**src/rtl/issue_ctrl.sv**
```systemverilog
// -----------------------------------------------------------------------------
// issue_ctrl
//
// In-order issue controller sitting between the instruction decoder and the
// RV64I execute datapath. Holds one decoded instruction in an issue register,
// stalls on register hazards against outstanding loads (32-entry scoreboard),
// serialises control transfers until they resolve, and halts permanently on an
// unsupported opcode until reset.
//
// Ports
//   clk_i            clock
//   rst_i            synchronous, active-high reset
//   dec_valid_i      decoder offers an instruction
//   dec_ready_o      controller accepts this cycle (combinational on dec_inst_i)
//   dec_inst_i       raw 32-bit instruction
//   dec_pc_i         instruction PC
//   issue_valid_o    issue register holds an instruction
//   issue_ready_i    execute consumes the issued instruction
//   issue_inst_o     issued instruction
//   issue_pc_o       issued PC
//   wb_valid_i       load writeback completes
//   wb_rd_i          destination register of the completing load
//   resolve_valid_i  control transfer resolved
//   resolve_taken_i  resolved transfer redirects the PC
//   flush_o          one-cycle fetch flush pulse
//   illegal_o        sticky illegal-opcode flag
//   stall_cnt_o      count of cycles the decoder was offering but refused
// -----------------------------------------------------------------------------
module issue_ctrl #(
  parameter int DATA_WIDTH = 64
) (
  input  logic                  clk_i,
  input  logic                  rst_i,
  input  logic                  dec_valid_i,
  output logic                  dec_ready_o,
  input  logic [31:0]           dec_inst_i,
  input  logic [DATA_WIDTH-1:0] dec_pc_i,
  output logic                  issue_valid_o,
  input  logic                  issue_ready_i,
  output logic [31:0]           issue_inst_o,
  output logic [DATA_WIDTH-1:0] issue_pc_o,
  input  logic                  wb_valid_i,
  input  logic [4:0]            wb_rd_i,
  input  logic                  resolve_valid_i,
  input  logic                  resolve_taken_i,
  output logic                  flush_o,
  output logic                  illegal_o,
  output logic [31:0]           stall_cnt_o
);

  typedef enum logic [1:0] {
    RUN     = 2'd0,
    BR_WAIT = 2'd1,
    FLUSH   = 2'd2,
    HALT    = 2'd3
  } state_t;

  state_t                r_state;
  state_t                w_state_nxt;
  logic [31:0]           r_sb;
  logic [31:0]           w_sb_nxt;
  logic                  r_issue_valid;
  logic [31:0]           r_issue_inst;
  logic [DATA_WIDTH-1:0] r_issue_pc;
  logic                  r_illegal;
  logic [31:0]           r_stall_cnt;

  // Decode of the offered instruction
  logic [6:0] w_opcode;
  logic [4:0] w_rs1;
  logic [4:0] w_rs2;
  logic [4:0] w_rd;
  logic       w_use_rs1;
  logic       w_use_rs2;
  logic       w_use_rd;
  logic       w_is_load;
  logic       w_is_ctrl;
  logic       w_legal;
  logic       w_hazard;
  logic       w_accept;

  assign w_opcode = dec_inst_i[6:0];
  assign w_rs1    = dec_inst_i[19:15];
  assign w_rs2    = dec_inst_i[24:20];
  assign w_rd     = dec_inst_i[11:7];

  // NOTE: every signal written here gets a default first so no path leaves it
  // unassigned, which would otherwise infer a latch.
  always_comb begin
    w_use_rs1 = 1'b0;
    w_use_rs2 = 1'b0;
    w_use_rd  = 1'b0;
    w_is_load = 1'b0;
    w_is_ctrl = 1'b0;
    w_legal   = 1'b1;
    unique case (w_opcode)
      7'h33, 7'h3b: begin w_use_rs1 = 1'b1; w_use_rs2 = 1'b1; w_use_rd = 1'b1; end
      7'h13, 7'h1b: begin w_use_rs1 = 1'b1; w_use_rd = 1'b1; end
      7'h67:        begin w_use_rs1 = 1'b1; w_use_rd = 1'b1; w_is_ctrl = 1'b1; end
      7'h03:        begin w_use_rs1 = 1'b1; w_use_rd = 1'b1; w_is_load = 1'b1; end
      7'h23:        begin w_use_rs1 = 1'b1; w_use_rs2 = 1'b1; end
      7'h63:        begin w_use_rs1 = 1'b1; w_use_rs2 = 1'b1; w_is_ctrl = 1'b1; end
      7'h6f:        begin w_use_rd = 1'b1; w_is_ctrl = 1'b1; end
      7'h17, 7'h37: begin w_use_rd = 1'b1; end
      default:      w_legal = 1'b0;
    endcase
  end

  // x0 can never be marked busy, so no explicit x0 masking is needed here.
  // Only the registered scoreboard is consulted: a writeback this cycle
  // releases the dependent instruction one cycle later, never the same cycle.
  assign w_hazard = (w_use_rs1 && r_sb[w_rs1]) ||
                    (w_use_rs2 && r_sb[w_rs2]) ||
                    (w_use_rd  && r_sb[w_rd]);

  assign dec_ready_o = (r_state == RUN) && (!r_issue_valid || issue_ready_i) && !w_hazard;
  assign w_accept    = dec_valid_i && dec_ready_o;

  // Scoreboard update: clear on writeback first, then set, so a load that
  // targets the register being written back in the same cycle stays busy.
  always_comb begin
    w_sb_nxt = r_sb;
    if (wb_valid_i)
      w_sb_nxt[wb_rd_i] = 1'b0;
    if (w_accept && w_is_load && (w_rd != 5'd0))
      w_sb_nxt[w_rd] = 1'b1;
  end

  always_comb begin
    w_state_nxt = r_state;
    unique case (r_state)
      RUN: begin
        if (w_accept) begin
          if (!w_legal)
            w_state_nxt = HALT;
          else if (w_is_ctrl)
            w_state_nxt = BR_WAIT;
        end
      end
      BR_WAIT: begin
        if (resolve_valid_i)
          w_state_nxt = resolve_taken_i ? FLUSH : RUN;
      end
      FLUSH:   w_state_nxt = RUN;
      HALT:    w_state_nxt = HALT;
      default: w_state_nxt = RUN;
    endcase
  end

  // NOTE: sequential state is updated with non-blocking assignments so every
  // register samples the pre-edge value of every other register.
  always_ff @(posedge clk_i) begin
    if (rst_i) begin
      r_state       <= RUN;
      r_sb          <= '0;
      r_issue_valid <= 1'b0;
      r_issue_inst  <= '0;
      r_issue_pc    <= '0;
      r_illegal     <= 1'b0;
      r_stall_cnt   <= '0;
    end else begin
      r_state <= w_state_nxt;
      r_sb    <= w_sb_nxt;

      // An accepted illegal instruction is dropped, so the register simply
      // drains if execute is consuming.
      if (w_accept && w_legal) begin
        r_issue_valid <= 1'b1;
        r_issue_inst  <= dec_inst_i;
        r_issue_pc    <= dec_pc_i;
      end else if (issue_ready_i) begin
        r_issue_valid <= 1'b0;
      end

      if (w_accept && !w_legal)
        r_illegal <= 1'b1;

      if (dec_valid_i && !dec_ready_o)
        r_stall_cnt <= r_stall_cnt + 32'd1;
    end
  end

  assign issue_valid_o = r_issue_valid;
  assign issue_inst_o  = r_issue_inst;
  assign issue_pc_o    = r_issue_pc;
  // FLUSH lasts exactly one cycle and is a registered state, so the pulse is
  // glitch-free and lands the cycle after the taken resolve.
  assign flush_o       = (r_state == FLUSH);
  assign illegal_o     = r_illegal;
  assign stall_cnt_o   = r_stall_cnt;

endmodule
```
**config.mk**
```make
export PLATFORM = sky130hd
export DESIGN_NAME = issue_ctrl
export DESIGN_NICKNAME = d
export VERILOG_FILES = /design/src/rtl/issue_ctrl.sv
export SDC_FILE = /design/constraint.sdc
export NUM_CORES = 1
export LEC_CHECK = 0
export CAP_MARGIN = 20
export CORE_MARGIN = 10
export CORE_UTILIZATION = 45
export CTS_CLUSTER_DIAMETER = 60
export DETAILED_ROUTE_END_ITERATION = 12
export PLACE_DENSITY = 0.76
export SETUP_SLACK_MARGIN = 0.2
export SLEW_MARGIN = 10
export SYNTH_ARGS = -nofsm -noshare
export SYNTH_HDL_FRONTEND = slang
export SYNTH_SLANG_ARGS = --single-unit
```
**constraint.sdc**
```tcl
create_clock -name clk_i -period 5.56 [get_ports clk_i]
set_input_delay 1.668 -clock clk_i [delete_from_list [all_inputs] [get_ports clk_i]]
set_output_delay 1.668 -clock clk_i [all_outputs]
set_load 0.05 [all_outputs]
```
==> impl_metrics.py, run 1 <==
metrics = {
    "clock_tree": {
        "cts_tree": "built",
        "cts_buffer_depth": 2,
        "cts_sinks": 164,
        "clock_latency_ns": 0.43,
        "postCtsHoldBufs": 0,
        "clk_pin_slew_ns": 0.07,
        "cts_buffers": 17,
        "h-tree-depth": 4,
        "cts_root_buf": "clkbuf_16",
    },
    "synth": {
        "ys_types": 60,
        "synth_compound_area_frac": 0.0990,
        "syn-cell-area_mm2": 0.00785,
        "synth_area_leaders": "dfxtp_1, mux2i_1, nor2_1, mux4_2, nand3b_1",
        "avgSynthCellArea_um2": 9.30,
        "ys_ff_latch": 164,
        "syn_inst": 844,
        "yosysWarnings": 0,
        "post-synth-top-area-cell": "dfxtp_1",
        "async_flop_share": 0,
        "yosysSeqAreaShare": 0.418,
        "synth_adder_area_share": 0.00797,
        "synth.area.mux_share": 0.197,
        "synth_simple_gate_area_share": 0.222,
        "synth_flop_cell": "dfxtp_1",
        "synth_top_cell_area_share": 0.418,
        "synth-edff-count": 0,
        "synthXorXnorAreaFrac": 0.00781,
        "syn-num-nets": 957,
        "synth_top_family_by_area": "simple AND/OR/NAND/NOR gates",
    },
    "drt": {
        "vias_per_cell": 5.50,
        "first_pass_iters": 5,
        "drc_errors": 0,
        "postRouteWirelength_mm": 26.8,
        "via_count": 7297,
        "drtIter0Drc": 646,
        "detail-route-antenna-nets": 0,
        "route.detailed.wl_per_inst_um": 20.2,
    },
    "floorplan": {
        "die_area_mm2": 0.0231,
        "coreArea_mm2": 0.0172,
        "fp.dieH_um": 152,
        "die_x_um": 152,
        "fp-row-count": 48,
        "start_util": 0.457,
        "boundaryPins": 240,
    },
    "timing": {
        "tightest_slew_ns": 1.05,
        "max_freq_ghz": 0.188,
        "fin_crit_sh": 0.954,
        "whs_ns": 0.448,
        "max_slew_margin": 0.303,
        "setup_viol": 0,
        "finalMaxSlewViolations": 0,
        "rsz0062_at_grt": "false",
        "min_period_ns": 5.31,
        "skew_ns": 0.0107,
        "hold_violations": 0,
    },
    "hold_path": {
        "hold_path_class": "reg2reg",
    },
    "power": {
        "switchingPower_mw": 0.868,
        "worst_ir_drop_vdd_uv": 243,
        "swShare": 0.297,
        "power_density_mw_per_mm2": 258,
        "power.share.clock": 0.385,
        "leakage_nw": 4.78,
        "combPwrFrac": 0.197,
        "cellInternalPower_mw": 2.06,
        "pwr-share-seq": 0.419,
    },
    "critical_path": {
        "worstSetupPathType": "in2out",
        "cp.arrival_ns": 3.64,
        "required_ns": 3.89,
        "start_kind": "input port",
        "worstPathMaxFanout": 7,
        "setup.worst_path.end_class": "primary output",
        "r2r_setup_slack_ns": 2.30,
    },
    "place": {
        "io_buffers": 239,
        "gp_congestion": 0.946,
        "placed_area_mm2": 0.0106,
        "dpl.hpwl_mm": 20.2,
    },
    "global_route": {
        "grtUsageMet2": 0.377,
        "antenna_found_initial": 2,
        "grt_max_degree": 106,
        "grt.met1_usage": 0.276,
        "grt-busiest-layer": "met2",
        "grt_util_met3": 0.0550,
        "grt_pass1_wl_mm": 42.0,
        "gr-total-overflow": 0,
        "grtUsageTotal": 0.224,
        "grt_pass1_vias": 7050,
    },
    "finish": {
        "design_area_mm2": 0.0113,
        "final_common_cell": "clkdlybuf4s50_1",
        "drive_gt1_frac": 0.110,
        "fill_cells": 1416,
        "seqCellArea_mm2": 0.00328,
        "layout.nets": 1200,
        "multiInputGateArea_mm2": 0.00432,
        "syn_to_final_growth_pct": 44.3,
        "layout_common_cells": "clkdlybuf4s50_1, dfxtp_1, mux2i_1, nor2_1, nand2_1",
    },
    "run": {
        "maxCapViolCount": 0,
    },
    "outcome": {
        "run_status": "finished, final reports clean",
    },
}
routing by layer:
metal	up-vias	wire, µm	part of all wire
met2	269	13300	0.50
met4	0	397	0.015
met3	29	1610	0.060
li1	3484	-	-
met5	-	0	0
met1	3515	11500	0.43
synth_stat cells (all sizes together) (3+ instances only):
| library cell | n |
|---|---|
| mux2 | 6 |
| and3b | 4 |
| nand2 | 42 |
| o31ai | 9 |
| inv | 15 |
| and2 | 5 |
| nor3 | 6 |
| nor3b | 10 |
| dfxtp | 164 |
| and3 | 8 |
| or4 | 6 |
| mux4 | 11 |
| nor2 | 122 |
| buf | 21 |
| o21ai | 58 |
| or3 | 17 |
| mux2i | 123 |
| clkbuf | 38 |
| a211oi | 3 |
| a221oi | 3 |
| nand3b | 26 |
| o41ai | 3 |
| nand2b | 9 |
| a22oi | 3 |
| nor4 | 4 |
| nand4 | 7 |
| ha | 5 |
| a21oi | 29 |
| nor2b | 26 |
| xnor2 | 6 |
| nand3 | 30 |
through the flow:
step / std cells / utilization / setup TNS (ns) / setup slack (ns) / power (mW)
6_report: 1327 / 0.659 / 0 / 0.253 / 2.92
5_1_grt: 1327 / 0.659 / 0 / 0.198 / 3.03
4_1_cts: 1325 / 0.656 / 0 / 0.203 / 2.94
3_5_place_dp: 1290 / 0.616 / -0.0117 / -0.0117 / 1.81
3_3_place_gp: 1290 / 0.616 / 0 / 0.0205 / 1.80
2_1_floorplan: 844 / - / 0 / 0.562 / 1.57
worst paths after layout:
check	startpoint	end	cells past startpoint
min	issue_inst_o[0]	issue_inst_o[0]	2
min reg2reg	issue_inst_o[0]	issue_inst_o[0]	2
max reg2reg	r_sb[20]	issue_inst_o[9]	10
max	dec_inst_i[6]	dec_ready_o	9
power groups by stage:
stage	Combinational (mW)	Sequential, mW	Clock [mW]
6_report	0.575	1.22	1.12
5_1_grt	0.614	1.23	1.19
4_1_cts	0.575	1.22	1.14
3_5_place_dp	0.560	1.25	0
3_3_place_gp	0.555	1.25	0
2_1_floorplan	0.246	1.33	0
cells by family (layout without fill, tap and decap cells):
logic type,after synthesis,after routing
other cells,0,2
mux,140,140
compound gates,123,123
buf+inv,74,330
flops,164,164
xor+xnor,7,7
simple gates,331,331
fa+ha+maj,5,5
area by class of cell:
class	instances	area share
repair buffers	283	0.249
multi-input cells	606	0.381
inverters	15	0.00497
diodes	2	0.000442
clock inverters	13	0.0102
flip-flops and latches	164	0.290
clock buffers	19	0.0391
well taps	225	0.0249
sequential cells by signal, indices dropped and copies added, names as in the netlist:
register       count
issue_pc_o        64
issue_inst_o      32
r_sb              32
stall_cnt_o       32
r_state            2
illegal_o          1
issue_valid_o      1
critical path, stage by stage:
cell,delay (ns)
clkdlybuf4s50_1,0.46
buf_4,0.19
a21bo_2,0.22
nor4_2,0.21
buf_4,0.19
nand4_1,0.15
a31oi_4,0.28
nor4_4,0.10
buf_12,0.17
what timing repair did:
action,in CTS,in global routing
cloned,1,0
setup endpoints to repair,1,1
buffers inserted,2,0
pin swaps,7,7
gates resized for setup,20,16
(Power assumes the default switching activity.)
==> inputs of run 2 (changes only) <==
--- a/config.mk
+++ b/config.mk
@@ -10,6 +10,7 @@
 export CORE_UTILIZATION = 45
 export CTS_CLUSTER_DIAMETER = 60
 export DETAILED_ROUTE_END_ITERATION = 12
+export GPL_TIMING_DRIVEN = 0
 export PLACE_DENSITY = 0.76
 export SETUP_SLACK_MARGIN = 0.2
 export SLEW_MARGIN = 10
==> run 2 against run 1 <==
Effect of this change:
- core utilization fell by 0.13 points
- first-iteration DRC count decreased by 17%
- flip-flop and latch count unchanged
==> impl_metrics.py, run 2 (synthesized netlist as in run 1, its figures left out) <==
metrics = {
    "hold_path": {
        "hold_depth": 2,
        "hold_path_class": "reg2reg",
    },
    "clock_tree": {
        "clk_pin_slew_ns": 0.07,
        "cts_tree": "built",
        "clock_latency_ns": 0.44,
        "cts_buffers": 17,
        "h-tree-depth": 4,
        "cts_root_buf": "clkbuf_16",
        "cts_buffer_depth": 2,
        "cts_sinks": 164,
    },
    "critical_path": {
        "crit_end": "dec_ready_o",
        "r2r_setup_slack_ns": 2.51,
        "worstPathMaxFanout": 5,
        "r2r-end": "stall_cnt_o[31]",
        "reg2reg_depth": 9,
        "worstSetupPathType": "in2out",
        "cp.arrival_ns": 3.61,
        "start_kind": "input port",
        "worstPathCellList": "clkdlybuf4s50_1, nor2b_4, nor2_1, a21oi_2, o41ai_4, nor4_4, buf_6, buf_6",
        "regToRegStartpoint": "stall_cnt_o[3]",
        "cpMaxStageDelayCell": "clkdlybuf4s50_1",
        "cpMostUsedCell": "buf_6",
        "setup.worst_path.end_class": "primary output",
        "required_ns": 3.89,
        "cp-startpoint": "dec_inst_i[3]",
        "cpPeakStageDelay_ns": 0.57,
    },
    "power": {
        "leakage_nw": 4.68,
        "combPwrFrac": 0.195,
        "power_density_mw_per_mm2": 265,
        "cellInternalPower_mw": 2.09,
        "pwr-share-seq": 0.409,
        "swShare": 0.300,
        "power.share.clock": 0.395,
        "switchingPower_mw": 0.898,
        "finalPower_mw": 2.99,
        "worst_ir_drop_vdd_uv": 217,
    },
    "drt": {
        "route.detailed.wl_per_inst_um": 20.3,
        "first_pass_iters": 5,
        "drc_errors": 0,
        "via_count": 7327,
        "drtIter0Drc": 539,
        "postRouteWirelength_mm": 27.2,
        "vias_per_cell": 5.46,
        "detail-route-antenna-nets": 0,
    },
    "place": {
        "place_ws_ns": -0.980,
        "dpl.hpwl_mm": 20.8,
        "gp_congestion": 0.947,
        "placed_area_mm2": 0.0104,
        "io_buffers": 231,
    },
    "finish": {
        "largest_reg_flops": 64,
        "n_antenna_cell": 0,
        "drive_gt1_frac": 0.101,
        "final_common_cell": "clkdlybuf4s50_1",
        "fill_cells": 1417,
        "syn_to_final_growth_pct": 44.0,
        "layout_common_cells": "clkdlybuf4s50_1, dfxtp_1, mux2i_1",
        "layout.nets": 1216,
        "design_area_mm2": 0.0113,
    },
    "floorplan": {
        "die_area_mm2": 0.0231,
        "boundaryPins": 240,
        "coreArea_mm2": 0.0172,
        "fp.dieH_um": 152,
        "start_util": 0.457,
        "die_x_um": 152,
        "fp-row-count": 48,
    },
    "global_route": {
        "grtUsageTotal": 0.225,
        "grt_pass1_wl_mm": 41.6,
        "gr-total-overflow": 0,
        "grt_pass1_vias": 7035,
        "grt_max_degree": 18,
        "antenna_found_initial": 0,
    },
    "timing": {
        "setup_viol": 0,
        "max_freq_ghz": 0.189,
        "min_period_ns": 5.28,
        "hold_violations": 0,
        "tns_ns": 0,
        "skew_ns": 0.0154,
        "max_slew_margin": 0.419,
        "layout_setup_ws_ns": 0.278,
        "rsz0062_at_grt": "false",
        "tightest_slew_ns": 0.863,
        "finalMaxSlewViolations": 0,
        "fin_crit_sh": 0.950,
    },
    "outcome": {
        "run_status": "finished, final reports clean",
    },
    "run": {
        "maxCapViolCount": 0,
    },
}
==> run 2: cell types whose count changed in the layout (fill, tap and decap cells not counted), sizes merged <==
cell / change
buf: -14
bufbuf: -1
bufinv: +1
clkbuf: +37
clkdlybuf4s15: +2
clkdlybuf4s50: -4
clkinv: -2
clkinvlp: +1
diode: -2
dlygate4sd2: -2
dlymetal6s2s: -3
inv: +1
==> run 2: area by class of cell <==
type	count	area (µm²)	area share
multi-input combinational	606	4340	0.384
timing repair buffer	240	2380	0.211
clock inverter	14	159	0.0141
buffer	59	365	0.0323
tap	225	282	0.0249
sequential	164	3280	0.291
clock buffer	18	429	0.0380
inverter	15	56.3	0.00498
==> run 2: power groups by stage <==
stage                     clock network (mW)  registers (mW)  logic, mW
after floorplan                            0            1.33      0.246
after global placement                     0            1.25      0.527
after detailed placement                   0            1.25      0.532
after CTS                               1.19            1.22      0.569
after global routing                    1.24            1.23      0.615
final                                   1.18            1.22      0.583
==> run 2: how the worst min path moves through the flow <==
stage               startpoint         endpoint  slack, ns
2_1_floorplan          r_sb[0]          r_sb[0]       0.45
3_3_place_gp   issue_inst_o[1]  issue_inst_o[1]       0.44
3_5_place_dp   issue_inst_o[0]  issue_inst_o[0]       0.44
4_1_cts        issue_inst_o[0]  issue_inst_o[0]       0.45
6_report       issue_inst_o[0]  issue_inst_o[0]       0.44
5_1_grt              illegal_o        illegal_o       0.49
==> run 2: layer usage <==
layer / track usage / up-vias / part of all wire
li1: - / 3512 / -
met1: 0.277 / 3499 / 0.42
met2: 0.375 / 272 / 0.49
met3: 0.0505 / 44 / 0.066
met4: 0.0839 / 0 / 0.027
met5: 0 / - / 0
==> run 2: worst max-delay path: cells and delay by family <==
family / cells / cell delay [ns]
buffers and inverters: 3 / 0.87
and+or+nand+nor: 3 / 0.65
AOI/OAI and AO/OA: 2 / 0.42
==> run 2: stage by stage <==
stage / cells / hold slack (ns) / util
global placement: 1300 / 0.435 / 0.608
detailed placement: 1300 / 0.437 / 0.608
finish: 1341 / 0.444 / 0.658
global route: 1341 / 0.490 / 0.658
floorplan: 844 / 0.446 / -
CTS: 1338 / 0.447 / 0.653
==> run 2: what timing repair did <==
action | 4_1_cts | 5_1_grt
hold buffers | 0 | 0
endpoints found under the hold margin | 0 | 0
resized for setup | 45 | 18
buffers inserted | 6 | 3
pin swaps | 3 | 7
endpoints found under the setup margin | 1 | 1
==> inputs of run 3 (changes only) <==
--- a/config.mk
+++ b/config.mk
@@ -7,11 +7,11 @@
 export LEC_CHECK = 0
 export CAP_MARGIN = 20
 export CORE_MARGIN = 10
-export CORE_UTILIZATION = 45
+export CORE_UTILIZATION = 43
 export CTS_CLUSTER_DIAMETER = 60
 export DETAILED_ROUTE_END_ITERATION = 12
 export GPL_TIMING_DRIVEN = 0
-export PLACE_DENSITY = 0.76
+export PLACE_DENSITY = 0.73
 export SETUP_SLACK_MARGIN = 0.2
 export SLEW_MARGIN = 10
 export SYNTH_ARGS = -nofsm -noshare
==> run 3 against run 2 <==
Effect of this change:
- combinational power down 2%
- worst setup slack better by 0.021 ns
- worst hold slack better by 0.0079 ns
- wire length down 0.86%
- clock skew about the same
- register-to-register slack about the same
- global-route usage down 1.3 points
- clock-buffer cell count unchanged
- via count down 0.26%
- critical endpoint unchanged
- largest cell class unchanged
==> impl_metrics.py, run 3 (synthesized netlist as in run 1, its figures left out) <==
metrics = {
    "timing": {
        "finalMaxSlewViolations": 0,
        "rsz0062_at_grt": "false",
        "tns_ns": 0,
        "tightest_slew_ns": 0.898,
        "hold_violations": 0,
        "setup_viol": 0,
        "fin_crit_sh": 0.946,
        "layout_setup_ws_ns": 0.299,
        "skew_ns": 0.0153,
        "max_freq_ghz": 0.190,
        "min_period_ns": 5.26,
        "max_slew_margin": 0.394,
    },
    "drt": {
        "postRouteWirelength_mm": 27.0,
        "first_pass_iters": 5,
        "vias_per_cell": 5.45,
        "drc_errors": 0,
        "route.detailed.wl_per_inst_um": 20.1,
        "via_count": 7308,
        "drtIter0Drc": 494,
        "detail-route-antenna-nets": 0,
    },
    "floorplan": {
        "start_util": 0.437,
        "coreArea_mm2": 0.0180,
        "die_area_mm2": 0.0240,
        "fp.dieH_um": 155,
        "die_x_um": 155,
        "fp-row-count": 49,
        "boundaryPins": 240,
    },
    "finish": {
        "fill_cells": 1528,
        "n_antenna_cell": 0,
        "final_core_util": 0.625,
        "drive_gt1_frac": 0.0988,
        "final_common_cell": "clkdlybuf4s50_1",
        "seqCellArea_mm2": 0.00328,
        "layout_common_cells": "clkdlybuf4s50_1, dfxtp_1, mux2i_1",
        "syn_to_final_growth_pct": 43.2,
        "layout.nets": 1213,
        "design_area_mm2": 0.0112,
        "largest_reg_flops": 64,
        "multiInputGateArea_mm2": 0.00432,
    },
    "critical_path": {
        "start_kind": "input port",
        "cp.arrival_ns": 3.59,
        "required_ns": 3.89,
        "worstSetupPathType": "in2out",
        "worstPathMaxFanout": 9,
        "setup.worst_path.end_class": "primary output",
    },
    "global_route": {
        "grt_pass1_vias": 6913,
        "grt_max_degree": 18,
        "antenna_found_initial": 0,
        "grt_pass1_wl_mm": 40.4,
        "gr-total-overflow": 0,
        "grtUsageTotal": 0.212,
    },
    "outcome": {
        "run_status": "finished, final reports clean",
    },
    "power": {
        "power_density_mw_per_mm2": 266,
        "worst_ir_drop_vdd_uv": 228,
        "leakage_nw": 4.66,
    },
    "place": {
        "place_ws_ns": -0.962,
        "io_buffers": 231,
        "placed_area_mm2": 0.0104,
        "gp_congestion": 0.918,
        "dpl.hpwl_mm": 20.6,
    },
    "clock_tree": {
        "cts_buffer_depth": 2,
        "cts_root_buf": "clkbuf_16",
        "clk_pin_slew_ns": 0.06,
        "h-tree-depth": 4,
        "postCtsHoldBufs": 0,
        "cts_sinks": 164,
        "cts_tree": "built",
        "cts_buffers": 17,
        "clock_latency_ns": 0.43,
    },
    "run": {
        "maxCapViolCount": 0,
    },
    "hold_path": {
        "hold_path_class": "reg2reg",
    },
}
[run 3: what timing repair did]
| action | in CTS | in global routing |
|---|---|---|
| pin swaps | 4 | 2 |
| setup buffers | 6 | 0 |
| gates resized for setup | 40 | 16 |
| endpoints found under the hold margin | 0 | 0 |
| setup endpoints to repair | 1 | 1 |
[run 3: critical path, stage by stage]
cell and delay [ns]:
clkbuf_1 0.45, mux4_2 0.40, mux2i_1 0.21, a22o_1 0.21, a31oi_4 0.06, nor4_4 0.28, buf_6 0.16, buf_8 0.14
[run 3: path summary, 6_finish.rpt]
path / startpoint / end / slack [ns] / cells past startpoint
max: dec_inst_i[22] / dec_ready_o / 0.30 / 8
min: issue_inst_o[1] / issue_inst_o[1] / 0.45 / 2
max reg2reg: r_sb[22] / stall_cnt_o[31] / 2.50 / 9
min reg2reg: issue_inst_o[1] / issue_inst_o[1] / 0.45 / 2
[run 3: report_power, final]
group	internal [mW]	total, mW	switching [mW]
sequential	1.20	1.22	0.0201
clock	0.652	1.19	0.538
combinational	0.243	0.573	0.330
total	2.10	2.99	0.889
[run 3: cell type report]
| class | instances | area share |
|---|---|---|
| Multi-Input combinational cell | 606 | 0.385 |
| Buffer | 59 | 0.0305 |
| Timing Repair Buffer | 237 | 0.209 |
| Sequential cell | 164 | 0.292 |
| Tap cell | 229 | 0.0255 |
| Clock buffer | 18 | 0.0391 |
| Clock inverter | 14 | 0.0141 |
| Inverter | 15 | 0.00501 |
[run 3: through the flow]
step	hold WS, ns	std cells	total power [mW]
finish	0.452	1342	2.99
global route	0.489	1342	3.09
CTS	0.459	1342	3.00
detailed placement	0.449	1304	1.78
global placement	0.435	1304	1.78
floorplan	0.446	844	1.57
[run 3: layer usage]
layer  up-vias  GRT usage  part of all wire
met2       293      0.346              0.48
met5         -          0                 0
li1       3496          -                 -
met1      3481      0.268              0.43
met4         0     0.0688             0.021
met3        38     0.0502             0.070
